File: config.mk
export PLATFORM = sky130hd
export DESIGN_NAME = rs_alu
export DESIGN_NICKNAME = d
export VERILOG_FILES = /design/src/rtl/rs_alu.sv
export SDC_FILE = /design/constraint.sdc
export NUM_CORES = 2
export LEC_CHECK = 0
export ABC_AREA = 1
export CORE_MARGIN = 5
export CORE_UTILIZATION = 25
export DETAILED_ROUTE_END_ITERATION = 7
export HOLD_SLACK_MARGIN = 0.08
export PLACE_DENSITY_LB_ADDON = 0.15
export SLEW_MARGIN = 20
export SYNTH_ARGS = -nofsm -noshare
export SYNTH_HDL_FRONTEND = slang
export SYNTH_SLANG_ARGS = --single-unit
File: constraint.sdc
create_clock -name clock -period 4 [get_ports clock]
set_clock_uncertainty 0.1 [all_clocks]
set_input_delay 0.6 -clock clock [delete_from_list [all_inputs] [get_ports clock]]
set_output_delay 0.6 -clock clock [all_outputs]
set_load 0.01 [all_outputs]
File: src/rtl/rs_alu.sv
// ALU reservation station: holds dispatched ops until both operands arrive,
// then issues the lowest-index ready entry one cycle later.
package rs_alu_pkg;
    localparam int XLEN    = 32;
    localparam int PRF_LEN = 6;
    localparam int ROB_LEN = 5;

    typedef enum logic [3:0] {
        ALU_ADD, ALU_SUB, ALU_SLT, ALU_SLTU, ALU_AND,
        ALU_OR, ALU_XOR, ALU_SLL, ALU_SRL, ALU_SRA
    } alu_func_t;

    typedef struct packed {
        logic [XLEN-1:0]    opa_value;
        logic [XLEN-1:0]    opb_value;
        logic [PRF_LEN-1:0] dest_preg_idx;
        logic [ROB_LEN-1:0] rob_idx;
        logic [XLEN-1:0]    pc;
        alu_func_t          alu_func;
    } rs_alu_packet_t;
endpackage

module rs_alu
    import rs_alu_pkg::*;
#(
    parameter int RS_ALU_DEPTH = 8,
    parameter int RS_ALU_LEN   = $clog2(RS_ALU_DEPTH)
) (
    input  logic               clock,
    input  logic               reset,
    input  logic               squash,
    input  logic               dispatch_valid,
    input  logic               dispatch_opa_ready,
    input  logic [XLEN-1:0]    dispatch_opa_value,
    input  logic [PRF_LEN-1:0] dispatch_opa_preg,
    input  logic               dispatch_opb_ready,
    input  logic [XLEN-1:0]    dispatch_opb_value,
    input  logic [PRF_LEN-1:0] dispatch_opb_preg,
    input  logic [PRF_LEN-1:0] dispatch_dest_preg_idx,
    input  logic [ROB_LEN-1:0] dispatch_rob_idx,
    input  logic [XLEN-1:0]    dispatch_PC,
    input  alu_func_t          dispatch_alu_func,
    input  logic               cdb_valid,
    input  logic [PRF_LEN-1:0] cdb_prf_idx,
    input  logic [XLEN-1:0]    cdb_value,
    output rs_alu_packet_t     rs_alu_packet,
    output logic               alu_enable,
    output logic               rs_alu_full
);

    typedef struct packed {
        logic               busy;
        logic               opa_ready;
        logic               opb_ready;
        logic [XLEN-1:0]    opa_value;
        logic [XLEN-1:0]    opb_value;
        logic [PRF_LEN-1:0] opa_preg;
        logic [PRF_LEN-1:0] opb_preg;
        logic [PRF_LEN-1:0] dest_preg_idx;
        logic [ROB_LEN-1:0] rob_idx;
        logic [XLEN-1:0]    pc;
        alu_func_t          alu_func;
    } rs_entry_t;

    rs_entry_t entries [RS_ALU_DEPTH];

    logic [RS_ALU_LEN-1:0]   free_idx;
    logic [RS_ALU_LEN-1:0]   issue_idx;
    logic                    issue_found;
    logic [RS_ALU_DEPTH-1:0] busy_vec;
    logic                    opa_rdy_in;
    logic                    opb_rdy_in;
    logic [XLEN-1:0]         opa_val_in;
    logic [XLEN-1:0]         opb_val_in;

    // Scan high to low so the lowest matching index wins.
    always_comb begin
        free_idx    = '0;
        issue_idx   = '0;
        issue_found = 1'b0;
        busy_vec    = '0;
        for (int i = RS_ALU_DEPTH - 1; i >= 0; i--) begin
            busy_vec[i] = entries[i].busy;
            if (!entries[i].busy)
                free_idx = RS_ALU_LEN'(i);
            if (entries[i].busy && entries[i].opa_ready &&
                entries[i].opb_ready) begin
                issue_idx   = RS_ALU_LEN'(i);
                issue_found = 1'b1;
            end
        end
    end

    assign rs_alu_full = &busy_vec;

    // A tag broadcast in the dispatch cycle would otherwise be missed.
    always_comb begin
        opa_rdy_in = dispatch_opa_ready ||
                     (cdb_valid && cdb_prf_idx == dispatch_opa_preg);
        opb_rdy_in = dispatch_opb_ready ||
                     (cdb_valid && cdb_prf_idx == dispatch_opb_preg);
        opa_val_in = dispatch_opa_ready ? dispatch_opa_value : cdb_value;
        opb_val_in = dispatch_opb_ready ? dispatch_opb_value : cdb_value;
    end

    always_ff @(posedge clock) begin
        if (reset) begin
            for (int i = 0; i < RS_ALU_DEPTH; i++)
                entries[i] <= '0;
            alu_enable    <= 1'b0;
            rs_alu_packet <= '0;
        end else if (squash) begin
            for (int i = 0; i < RS_ALU_DEPTH; i++)
                entries[i].busy <= 1'b0;
            alu_enable <= 1'b0;
        end else begin
            for (int i = 0; i < RS_ALU_DEPTH; i++) begin
                if (cdb_valid && entries[i].busy) begin
                    if (!entries[i].opa_ready &&
                        entries[i].opa_preg == cdb_prf_idx) begin
                        entries[i].opa_ready <= 1'b1;
                        entries[i].opa_value <= cdb_value;
                    end
                    if (!entries[i].opb_ready &&
                        entries[i].opb_preg == cdb_prf_idx) begin
                        entries[i].opb_ready <= 1'b1;
                        entries[i].opb_value <= cdb_value;
                    end
                end
            end
            alu_enable <= issue_found;
            if (issue_found) begin
                rs_alu_packet <= '{
                    opa_value:     entries[issue_idx].opa_value,
                    opb_value:     entries[issue_idx].opb_value,
                    dest_preg_idx: entries[issue_idx].dest_preg_idx,
                    rob_idx:       entries[issue_idx].rob_idx,
                    pc:            entries[issue_idx].pc,
                    alu_func:      entries[issue_idx].alu_func
                };
                entries[issue_idx].busy <= 1'b0;
            end
            if (dispatch_valid && !rs_alu_full) begin
                entries[free_idx] <= '{
                    busy:          1'b1,
                    opa_ready:     opa_rdy_in,
                    opb_ready:     opb_rdy_in,
                    opa_value:     opa_val_in,
                    opb_value:     opb_val_in,
                    opa_preg:      dispatch_opa_preg,
                    opb_preg:      dispatch_opb_preg,
                    dest_preg_idx: dispatch_dest_preg_idx,
                    rob_idx:       dispatch_rob_idx,
                    pc:            dispatch_PC,
                    alu_func:      dispatch_alu_func
                };
            end
        end
    end

endmodule

==> flow_summary.ini <==
[pwr]
power.share.combinational = 0.061
leakagePower_nw = 23.9
p_int_mw = 20.6
clkPwrFrac = 0.453
switchingPower_mw = 6.65
power.density_mw_per_mm2 = 431
p_seq_frac = 0.486
switching_share = 0.244
ir_worst_vdd_mv = 0.441

[routing]
drt_iter0_drc = 3852
wl_per_cell_microns = 26.0
drc_errors = 0
routed_wl_mm = 221
final_antenna_net_count = 0
viasPerCell = 5.01
vias = 42542
firstDrtPassIters = 7

[timing]
rsz0062_at_grt = no
hold_viol = 0
period_minus_slack_ns = 3.32
setup_viol = 0
setup_ws_ns = 0.680
max_freq_mhz = 301
slew_viol_final = 0
setup_tns_ns = 0
fin_crit_sh = 0.830
timing.hold.ws_ns = 0.437
maxSlewHeadroom = 0.277
worst_pin_slew_ns = 1.09

[setup_path]
worstSetupPathType = reg -> reg
reg2reg_depth = 10
worstPathRequired_ns = 4.54
worstSetupEndpointType = register
arrival_ns = 3.86
worstPathMaxFanout = 89
start_kind = register

[placement]
port_buffers = 280
hpwl_mm = 125
gpl.final_weighted_congestion = 0.798
dp_slack_ns = 0.560

[clock_tree]
numCtsBuffers = 138
cts.sinks = 1120
cts_resized = 0
clockRootBuffer = clkbuf_16
cts.htree.levels = 4
clk_path_buf_depth = 3
post_cts_buffers = 0
cts_hold_buf = 0
insertion_delay_ns = 0.78
clk_pin_slew_ns = 0.06
cts_tree = done

[floorplan]
fp.dieW_microns = 467
core_sq_mm = 0.207
initial_utilization = 0.252
die_h_microns = 467
rows = 167
pin_count = 281
die_area_sq_mm = 0.218

[finish]
area_growth_pct = 20.9
fillCellCount = 21648
final_nets = 5754
drive_above_1_share = 0.0812

[min_path]
hold_path.class = reg -> reg
hold_path_depth = 2

[grt]
antenna_found_initial = 6
grt_max_degree = 198
grt_pass1_wl_mm = 315
grtUsageTotal = 0.197
first_global_vias = 41689
gr-total-overflow = 0

[run]
maxCapViolCount = 0

[synthesis]
syn_nets = 5597
syn-instance-count = 5429
ys_ff_latch = 1120
seq_area_frac_synth = 0.618
synth.avg_cell_area_sq_um = 9.63
syn_area_sq_mm = 0.0523
synth_cell_types = 42
yosysWarningCount = 0

[outcome]
status = completed
==> cells in the mapped netlist, drive strengths merged <==
| cell | count | share of area |
|---|---|---|
| nor4 | 10 | 0.0012 |
| o2111ai | 4 | 0.00067 |
| xor2 | 12 | 0.0020 |
| a21oi | 121 | 0.012 |
| nand4 | 126 | 0.015 |
| a21boi | 2 | 0.00036 |
| clkinv | 39 | 0.0028 |
| edfxtp | 988 | 0.57 |
| a221oi | 2 | 0.00034 |
| a22o | 1 | 0.00017 |
| xnor2 | 31 | 0.0052 |
| o22ai | 527 | 0.063 |
| a2111oi | 1 | 0.00017 |
| o211ai | 8 | 0.0011 |
| nor3b | 2 | 0.00029 |
| o21ai | 203 | 0.019 |
| nor4b | 1 | 0.00017 |
| nand3 | 732 | 0.070 |
| a211oi | 3 | 0.00043 |
| dfxtp | 132 | 0.051 |
| or2 | 32 | 0.0038 |
| nor3 | 10 | 0.00096 |
| o21bai | 1 | 0.00014 |
| nor2 | 610 | 0.044 |
| clkbuf | 215 | 0.015 |
| nand2 | 898 | 0.065 |
| nand3b | 3 | 0.00043 |
| inv | 488 | 0.035 |
| buf | 227 | 0.022 |
==> final timing paths <==
path	start	end	slack [ns]
worst max-delay path	entries[0][125]	rs_alu_packet[65]	0.68
worst min-delay path	entries[2][124]	entries[2][124]	0.44
worst max register to register	entries[0][125]	rs_alu_packet[65]	0.68
worst min register to register	entries[2][124]	entries[2][124]	0.44
==> worst max-delay path: stages, from the launching register on <==
cell	delay (ns)
dfxtp_1	0.38
nand3_1	0.25
nand2_2	0.13
clkinv_2	0.11
buf_4	0.36
nand2_1	0.18
o21ai_1	0.72
inv_8	0.22
buf_12	0.26
o21ai_0	0.27
a21oi_1	0.06
==> cells by family (layout without fill, tap and decap cells) <==
group           count (synthesis)  after routing  synth area share
compound gates                873            873            0.0977
simple gates                 2424           2424             0.202
flops                        1120           1120             0.618
buf+inv                       969           1240            0.0753
other cells                     0              1                 0
xor+xnor                       43             43           0.00721
==> layer usage <==
| layer | GRT usage | vias to the layer above | wire length, microns |
|---|---|---|---|
| li1 | - | 19325 | - |
| met1 | 0.273 | 21443 | 98100 |
| met2 | 0.317 | 1467 | 102000 |
| met3 | 0.0274 | 305 | 13200 |
| met4 | 0.0657 | 2 | 7550 |
| met5 | 0 | - | 7 |
==> flip-flops by register name, summed over array words and instances (netlist names) <==
register and cells:
entries 1008, rs_alu_packet 111, alu_enable 1
==> final cells by class <==
cell class / count / area, sq um / area share
antenna: 1 / 2.50 / 0.0000396
inverter: 527 / 1990 / 0.0315
clock inverter: 57 / 482 / 0.00762
multi-input combinational: 3340 / 16300 / 0.257
clock buffer: 197 / 3890 / 0.0615
sequential: 1120 / 32300 / 0.511
timing repair buffer: 459 / 4770 / 0.0754
tap: 2788 / 3490 / 0.0552
==> power groups by stage <==
stage	clock, mW	combinational (mW)	sequential (mW)
5_1_grt	13.1	1.78	13.3
3_3_place_gp	0	1.68	13.5
3_5_place_dp	0	1.67	13.5
6_report	12.3	1.66	13.3
2_1_floorplan	0	0.759	13.5
4_1_cts	12.6	1.68	13.3
==> per-stage QoR <==
stage / cell area (sq um) / utilization / total power [mW] / instances
6_report: 63200 / 0.305 / 27.3 / 8489
5_1_grt: 63200 / 0.305 / 28.2 / 8488
4_1_cts: 63200 / 0.305 / 27.6 / 8488
3_5_place_dp: 58800 / 0.284 / 15.2 / 8234
3_3_place_gp: 58800 / 0.284 / 15.2 / 8234
2_1_floorplan: 52300 / - / 14.2 / 5429
==> cells in the final DEF, fill, tap and decap left out, types with 14 or more instances in the layout <==
cell	n
o22ai_1	527
nor2_1	604
clkbuf_1	41
nand3_1	725
nand2_1	869
inv_1	477
or2_2	32
o21ai_0	198
edfxtp_1	988
nand4_1	126
clkbuf_16	142
dfxtp_1	132
xnor2_1	31
clkinv_1	58
clkinv_2	19
a21oi_1	120
nand2_4	14
buf_12	50
clkdlybuf4s50_1	278
buf_4	131
Power figures use the tool's default switching activity.
